`config.mk`:
```
export PLATFORM = sky130hd
export DESIGN_NAME = dvi_transmitter_flat
export DESIGN_NICKNAME = d
export VERILOG_FILES = /design/src/rtl/dvi_transmitter_if.sv /design/src/rtl/dvi_transmitter.sv /design/src/flat_wrapper.sv
export SDC_FILE = /design/constraint.sdc
export NUM_CORES = 1
export LEC_CHECK = 0
export CAP_MARGIN = 20
export CORE_MARGIN = 5
export CORE_UTILIZATION = 45
export DETAILED_ROUTE_END_ITERATION = 7
export GPL_TIMING_DRIVEN = 0
export PLACE_DENSITY_LB_ADDON = 0.1
export REMOVE_ABC_BUFFERS = 1
export SKIP_LAST_GASP = 1
export SLEW_MARGIN = 5
export SYNTH_ARGS = -nofsm -noshare
export SYNTH_HDL_FRONTEND = slang
export SYNTH_SLANG_ARGS = --single-unit
```
`constraint.sdc`:
```
create_clock -name pclk -period 5.6 [get_ports pclk]
set_input_delay 1.12 -clock pclk [delete_from_list [all_inputs] [get_ports pclk]]
set_output_delay 1.12 -clock pclk [all_outputs]
set_load 0.01 [all_outputs]
```
`src/rtl/dvi_transmitter_if.sv`:
```
// Video-in / TMDS-out bundle of the DVI transmitter.
// The DUT takes the slave side; the pattern generator side is the master.
interface dvi_transmitter_if;
   logic [23:0] video_din;
   logic        video_hsync;
   logic        video_vsync;
   logic        video_de;
   logic [9:0]  tmds_data0;
   logic [9:0]  tmds_data1;
   logic [9:0]  tmds_data2;
   logic [9:0]  tmds_clk;

   modport master (
      output video_din, video_hsync, video_vsync, video_de,
      input  tmds_data0, tmds_data1, tmds_data2, tmds_clk
   );

   modport slave (
      input  video_din, video_hsync, video_vsync, video_de,
      output tmds_data0, tmds_data1, tmds_data2, tmds_clk
   );
endinterface

```
`src/rtl/dvi_transmitter.sv`:
```
// TMDS 8b/10b encoder for RGB888, one symbol per channel per pclk; latency 2 pclk.
// No backpressure: a pixel is accepted and a symbol emitted on every cycle.
module dvi_transmitter #(
   parameter logic [9:0] CLK_PATTERN = 10'b1111100000
) (
   input  logic             pclk,
   input  logic             reset,
   dvi_transmitter_if.slave vid
);

   localparam logic [9:0] TOKEN_00 = 10'b1101010100;
   localparam logic [9:0] TOKEN_01 = 10'b0010101011;
   localparam logic [9:0] TOKEN_10 = 10'b0101010100;
   localparam logic [9:0] TOKEN_11 = 10'b1010101011;

   // Stage 1: transition minimisation; bit 8 records XOR (1) vs XNOR (0).
   function automatic logic [8:0] tm_min(input logic [7:0] d);
      logic [3:0] n1;
      logic       use_xnor;
      logic [8:0] q;
      n1 = '0;
      for (int i = 0; i < 8; i++) n1 = n1 + 4'(d[i]);
      use_xnor = (n1 > 4'd4) || ((n1 == 4'd4) && !d[0]);
      q    = '0;
      q[0] = d[0];
      for (int i = 1; i < 8; i++)
         q[i] = use_xnor ? ~(q[i-1] ^ d[i]) : (q[i-1] ^ d[i]);
      q[8] = ~use_xnor;
      return q;
   endfunction

   // Stage 2: DC balance; returns {next_cnt, symbol}.
   function automatic logic [14:0] dc_bal(input logic [8:0] q, input logic signed [4:0] cnt);
      logic [3:0]        n1;
      logic [3:0]        n0;
      logic signed [4:0] s1;
      logic signed [4:0] s0;
      logic signed [4:0] nc;
      logic [9:0]        o;
      n1 = '0;
      for (int i = 0; i < 8; i++) n1 = n1 + 4'(q[i]);
      n0 = 4'd8 - n1;
      s1 = $signed({1'b0, n1});
      s0 = $signed({1'b0, n0});
      if (cnt == 5'sd0 || n1 == n0) begin
         o  = {~q[8], q[8], (q[8] ? q[7:0] : ~q[7:0])};
         nc = q[8] ? (cnt + s1 - s0) : (cnt + s0 - s1);
      end else if ((cnt > 5'sd0 && n1 > n0) || (cnt < 5'sd0 && n0 > n1)) begin
         o  = {1'b1, q[8], ~q[7:0]};
         nc = cnt + (q[8] ? 5'sd2 : 5'sd0) + s0 - s1;
      end else begin
         o  = {1'b0, q[8], q[7:0]};
         nc = cnt - (q[8] ? 5'sd0 : 5'sd2) + s1 - s0;
      end
      return {nc, o};
   endfunction

   function automatic logic [9:0] ctl_token(input logic c1, input logic c0);
      case ({c1, c0})
         2'b00:   return TOKEN_00;
         2'b01:   return TOKEN_01;
         2'b10:   return TOKEN_10;
         default: return TOKEN_11;
      endcase
   endfunction

   logic [8:0]        qm_s1 [3];
   logic              de_s1;
   logic              hsync_s1;
   logic              vsync_s1;
   logic signed [4:0] cnt   [3];
   logic [9:0]        dout  [3];
   logic [14:0]       bal   [3];

   always_comb begin
      for (int c = 0; c < 3; c++) bal[c] = dc_bal(qm_s1[c], cnt[c]);
   end

   always_ff @(posedge pclk or posedge reset) begin
      if (reset) begin
         de_s1    <= 1'b0;
         hsync_s1 <= 1'b0;
         vsync_s1 <= 1'b0;
         for (int c = 0; c < 3; c++) begin
            qm_s1[c] <= '0;
            cnt[c]   <= '0;
            dout[c]  <= TOKEN_00;
         end
      end else begin
         qm_s1[0] <= tm_min(vid.video_din[7:0]);
         qm_s1[1] <= tm_min(vid.video_din[15:8]);
         qm_s1[2] <= tm_min(vid.video_din[23:16]);
         de_s1    <= vid.video_de;
         hsync_s1 <= vid.video_hsync;
         vsync_s1 <= vid.video_vsync;
         // Control cycles zero the disparity so each active run starts balanced.
         for (int c = 0; c < 3; c++) begin
            if (de_s1) begin
               dout[c] <= bal[c][9:0];
               cnt[c]  <= bal[c][14:10];
            end else begin
               dout[c] <= (c == 0) ? ctl_token(vsync_s1, hsync_s1) : TOKEN_00;
               cnt[c]  <= '0;
            end
         end
      end
   end

   assign vid.tmds_data0 = dout[0];
   assign vid.tmds_data1 = dout[1];
   assign vid.tmds_data2 = dout[2];
   assign vid.tmds_clk   = CLK_PATTERN;

endmodule

```
`src/flat_wrapper.sv`:
```
// flat-port wrapper written by rule: the top's interface ports become plain ports
module dvi_transmitter_flat 
#(
   parameter logic [9:0] CLK_PATTERN = 10'b1111100000
)
  (pclk, reset, vid_video_din, vid_video_hsync, vid_video_vsync, vid_video_de, vid_tmds_data0, vid_tmds_data1, vid_tmds_data2, vid_tmds_clk);
  dvi_transmitter_if vid_i ();
  input  logic pclk;
  input  logic reset;
  input wire logic [$bits(vid_i.video_din)-1:0] vid_video_din;
  input wire logic [$bits(vid_i.video_hsync)-1:0] vid_video_hsync;
  input wire logic [$bits(vid_i.video_vsync)-1:0] vid_video_vsync;
  input wire logic [$bits(vid_i.video_de)-1:0] vid_video_de;
  output wire logic [$bits(vid_i.tmds_data0)-1:0] vid_tmds_data0;
  output wire logic [$bits(vid_i.tmds_data1)-1:0] vid_tmds_data1;
  output wire logic [$bits(vid_i.tmds_data2)-1:0] vid_tmds_data2;
  output wire logic [$bits(vid_i.tmds_clk)-1:0] vid_tmds_clk;
  assign vid_i.video_din = vid_video_din;
  assign vid_i.video_hsync = vid_video_hsync;
  assign vid_i.video_vsync = vid_video_vsync;
  assign vid_i.video_de = vid_video_de;
  assign vid_tmds_data0 = vid_i.tmds_data0;
  assign vid_tmds_data1 = vid_i.tmds_data1;
  assign vid_tmds_data2 = vid_i.tmds_data2;
  assign vid_tmds_clk = vid_i.tmds_clk;
  dvi_transmitter #(.CLK_PATTERN(CLK_PATTERN)) u_core (.pclk(pclk), .reset(reset), .vid(vid_i));
endmodule
```
# == Word level (Yosys, flattened, before mapping) ==
# Index checks and enable logic that the tools add are counted.
# word_totals
reg_bits,75
input_bits,29
out_inout_bits,40
word_cells,238
# classes
n_addsub,75
order_cmp,15
eq_ne,8
n_mux,52
bitwise,51
n_reduce_logical,25
# ops
cell,count
4-bit by 1-bit adder with 4-bit output,36
10-bit 2-to-1 mux,9
5-bit adder,15
5-bit subtractor,15
5-bit 2-to-1 mux,12
10-bit case mux with 3 select lines,1
1-bit inverter,27
4-bit greater-than comparator,6
8-bit 2-to-1 mux,3
8-bit inverter,3
1-bit 2-to-1 mux,21
1-bit bitwise XOR,21
5-bit by 1-bit greater-than comparator with 1-bit output (second input constant),3
5-bit zero test,3
5-bit by 1-bit less-than comparator with 1-bit output (second input constant),3
1-bit by 1-bit adder with 2-bit output,6
4-bit by 3-bit equality test with 1-bit output (second input constant),3
4-bit equality test,3
4-bit by 3-bit greater-than comparator with 1-bit output (second input constant),3
2-bit 2-to-1 mux,6
4-bit subtractor (first input constant),3
1-bit logical AND,9
1-bit logical OR,9
1-bit zero test,3
3 further kinds,3

# == Depth between registers and ports, before layout ==
# logic_depth
word_depth,29
mapped_depth,24
depth_no_buf,24

# == Worst setup path after synthesis ==
# No wires, ideal clock.
# synth_path
path_type,flip-flop to flip-flop
from,reg u_core.qm_s1[0] (netlist name)
to,reg u_core.cnt[4] (netlist name)
setup_ps,94
t_arrival_ps,5536
t_required_ps,5506
path_slack_ps,-30
path_stages_with_launch,24
path_buffers,0
synth_period_minus_slack_ps,5630
cell_sequence,dfrtp_1 > ha_1 > inv_1 > fa_1 > fa_1 > inv_1 > fa_1 > inv_1 > fa_1 > ha_1 > inv_1 > ha_1 > xnor2_4 > inv_1 > fa_1 > inv_1 > ha_1 > nor2b_1 > o21ai_0 > and3_1 > nor3_1 > a31oi_1 > o21ai_0 > a211oi_1
# synth_between
elab_chain_len,14
word_cells_on_any_way,27
classes_between,add/sub (16); order compare (2); eq/ne (1); mux (4); reduce/logical (4)
# synth_lines
element,line_no,source
from (decl),dvi_transmitter.sv:67,logic [8:0] qm_s1 [3];
1-bit by 1-bit adder with 2-bit output (*),dvi_transmitter.sv:41,for (int i = 0; i < 8; i++) n1 = n1 + 4'(q[i]);
4-bit by 1-bit adder with 4-bit output (*) (6 in a row),dvi_transmitter.sv:41,
branches (longest 5 deep; another with 5-bit adder),-,
5-bit 2-to-1 mux (*),dvi_transmitter.sv:45,if (cnt == 5'sd0 || n1 == n0) begin
5-bit 2-to-1 mux (*),dvi_transmitter.sv:98,if (de_s1) begin
"to (signal, indexed assignment)",dvi_transmitter.sv:100,cnt[c] <= bal[c][14:10];
to (decl),dvi_transmitter.sv:71,logic signed [4:0] cnt [3];
# Mark *: on every way between the ends.

# == Worst setup path in the final report ==
# Same ends and word-level chain as after synthesis.

==> run summary <==
Fmax = 183 MHz
Worst Path Class, Setup = register to register
share of the yosys chip area belonging to registers = 26.2%
Worst Hold Depth = 2
number of nets in the finished design = 996
setup skew after layout = 8.71 ps
pins over their slew limit = 0
Post-Syn Area per Cell = 9.57 sq um
number of synthesized flops with an enable pin = 0
Arr. time, crit path = 5710 ps
Top FF cell, synth = dfrtp_1
remaining global-route overflow = 0
Core Util, Final = 56.9%
final hold vios = 0
number of diodes = 0
element type at the critical path end = register
Finish-stage setup viols = 0
Final Cycle Share = 97.6%
actual transition at the worst max-transition pin = 1010 ps
endpoint of the lowest-slack register-to-register path = u_core.cnt[4]$_DFF_PP0_
number of distinct library cell variants in the gate-level netlist after synthesis = 72
relative area change from synthesis to final layout = 24.3%
number of DRC markers in iteration 0 = 197
Req. time, crit path = 5850 ps
Rows = 46
unrepaired setup endpoints after global routing = true
maximum number of pins on one net before global-route repair = 55
result of the run = completed
clock tree from TritonCTS = yes
max-cap viol count = 0
Syn Std Cell Area = 7250 sq um
cell count after synthesis = 757
Worst Setup Start Kind = register
worst slew margin relative to its limit = 32.9%
gr usage total = 18.2%
placeable core region = 15800 sq um
Max H-tree Level = 3
HP Start = u_core.qm_s1[11]$_DFF_PP0_
Remaining DRCs = 0
clk root buf = clkbuf_16
sink of the worst hold path = u_core.vid.tmds_data1[2]$_DFF_PP1_
insertion delay of the later-clocked pin in the worst-skew pair = 330 ps
Pre-Repair DR Iteration Count = 4
hold_buf cts = 0
Worst Hold Class = register to register
die area = 18700 sq um
worst setup slack for register-to-register paths = 140 ps
Antenna Nets Post-Route = 0
total of warnings raised by yosys = 0
floorplan die width = 137 um
DP Wirelength = 12500 um
number of clock sinks = 75
buffers from clock root to sink, at most = 2
vias in the first global route = 5752
highest net fanout along the worst path = 4
Async SR Flop Fraction = 100%
share of final-layout standard cells stronger than drive strength 1 = 17.3%
DR WL/cell = 15.4 um
synthesis-stage register bit count = 75
DR vias/cell = 5.07
Total Routed Length = 16300 um
antenna violations before repair = 0
global-route wire length before repair = 27400 um
total clock buffers created by CTS = 9
final weighted congestion in routability-driven placement = 0.864
clock-pin slew on the worst setup and hold paths = 60 ps
number of cell instances on the worst register-to-register path = 23
launch point of the worst reg-to-reg path = u_core.qm_s1[0]$_DFF_PP0_
vertical die dimension = 137 um
time the final worst path needs with I/O delays and setup = 5460 ps
input/output buffers = 58
Initial Util = 45.8%
total via count after detailed routing = 5365
count of boundary I/O pins = 69
==> cells in the final DEF (no fill, tap or decap), types with 6 or more instances in the layout <==
cell type	netlist	final
a21o_1	14	14
a21oi_1	45	43
buf_4	14	27
clkbuf_16	0	9
clkdlybuf4s50_1	0	58
conb_1	2	10
dfrtp_1	60	60
dfstp_2	15	15
fa_1	39	30
fa_2	0	9
ha_1	91	76
ha_4	0	13
inv_1	138	127
inv_2	0	7
inv_4	2	6
mux2i_1	9	8
nand2_1	38	38
nand2b_1	9	9
nand3_1	8	8
nor2_1	33	31
o21ai_0	26	23
xnor2_1	84	73
xnor2_2	2	8
xnor2_4	2	7
xor2_1	20	19
==> Yosys cell counts (3+ instances only) <==
master / instances / area, sq um
nor3b_1: 5 / 37.5
a211oi_1: 8 / 60.1
mux2i_1: 9 / 90.1
and2_1: 3 / 18.8
a21o_1: 14 / 105
xnor2_1: 84 / 736
clkbuf_1: 9 / 33.8
o211ai_1: 3 / 22.5
o21ai_0: 26 / 130
dfstp_2: 15 / 394
a22oi_1: 4 / 30.0
nor2_1: 33 / 124
buf_4: 14 / 105
a21oi_1: 45 / 225
inv_1: 138 / 518
nand2_1: 38 / 143
or3_1: 4 / 25.0
dfrtp_1: 60 / 1500
fa_1: 39 / 781
o311ai_0: 3 / 26.3
nor3_1: 4 / 20.0
o22ai_1: 3 / 18.8
nor2b_1: 5 / 31.3
and3_1: 5 / 31.3
ha_1: 91 / 1140
nand3_1: 8 / 40.0
xor2_1: 20 / 175
nand2b_1: 9 / 56.3
==> cell type report <==
cell class              count  area, sq um
clock buffers              10          239
clock inverters             6         88.8
fillers                  1409         6820
inverters                 141          544
multi-input cells         522         5140
flip-flops and latches     75         1900
well taps                 216          270
repair buffers             88          833
==> how the worst max path moves through the flow <==
stage	cells past startpoint	from	endpoint	slack (ps)
floorplan	23	u_core.qm_s1[0]$_DFF_PP0_	u_core.cnt[4]$_DFF_PP0_	-50
global placement	18	u_core.qm_s1[18]$_DFF_PP0_	u_core.vid.tmds_data0[7]$_DFF_PP0_	-650
detailed placement	22	u_core.qm_s1[18]$_DFF_PP0_	u_core.cnt[14]$_DFF_PP0_	-590
CTS	22	u_core.qm_s1[18]$_DFF_PP0_	u_core.cnt[14]$_DFF_PP0_	-30
global route	23	u_core.qm_s1[0]$_DFF_PP0_	u_core.cnt[4]$_DFF_PP0_	-80
finish	23	u_core.qm_s1[0]$_DFF_PP0_	u_core.cnt[4]$_DFF_PP0_	140
==> routing by layer <==
layer | GRT usage [%] | vias up | wire length (um)
met1 | 22.3 | 2660 | 6860
met5 | 0 | - | 0
li1 | - | 2610 | -
met2 | 33.8 | 77 | 8850
met3 | 2.13 | 18 | 378
met4 | 5.10 | 0 | 209
==> logic make-up (layout without fill, tap and decap cells) <==
logic type	after synthesis	after routing	share of synthesized area, %
XOR/XNOR	109	109	14.1
AO/OA/AOI/OAI	135	135	13.1
other	2	10	0.104
buffers and inverters	168	245	9.74
adder cells (fa/ha/maj)	130	130	26.5
multiplexers	11	11	1.55
flip-flops	75	75	26.2
AND/OR/NAND/NOR	127	127	8.75
==> stage by stage <==
stage,std cells,worst slack [ps],hold WS [ps],setup TNS (ps),area [sq um]
global placement,1012,-651,509,-7510,7960
CTS,1043,-28.1,520,-28.1,8660
detailed placement,1013,-589,506,-3620,7990
finish,1058,137,519,0,9010
floorplan,738,-46.5,489,-46.5,7110
global route,1058,-78.9,550,-87.6,9010
==> flip-flops by register name, indices dropped and copies added, names as in the netlist <==
register,cells
u_core.hsync_s1,1
u_core.vid.tmds_data0,10
u_core.vsync_s1,1
u_core.vid.tmds_data2,10
u_core.de_s1,1
u_core.qm_s1,27
u_core.cnt,15
u_core.vid.tmds_data1,10
==> worst max-delay path, stage by stage, from the launching register on <==
cell,delay (ps)
dfrtp_1,390
ha_1,300
inv_1,80
fa_1,450
fa_1,550
inv_1,50
fa_2,360
inv_1,80
fa_2,480
ha_4,190
inv_2,70
ha_4,210
xnor2_4,130
inv_1,80
fa_1,540
inv_1,70
ha_4,240
nor2b_1,140
o21ai_2,170
and3_4,210
nor3_1,50
a31oi_1,190
o21ai_1,160
a211oi_2,210
==> repair_timing <==
action,4_1_cts,5_1_grt
pin swaps,24,39
endpoints found under the setup margin,17,18
setup buffers,14,15
resized for setup,42,45
Power is left out: the tool's default activity adds up to more than one toggle a clock period on the data nets, which glitch-free logic cannot reach.
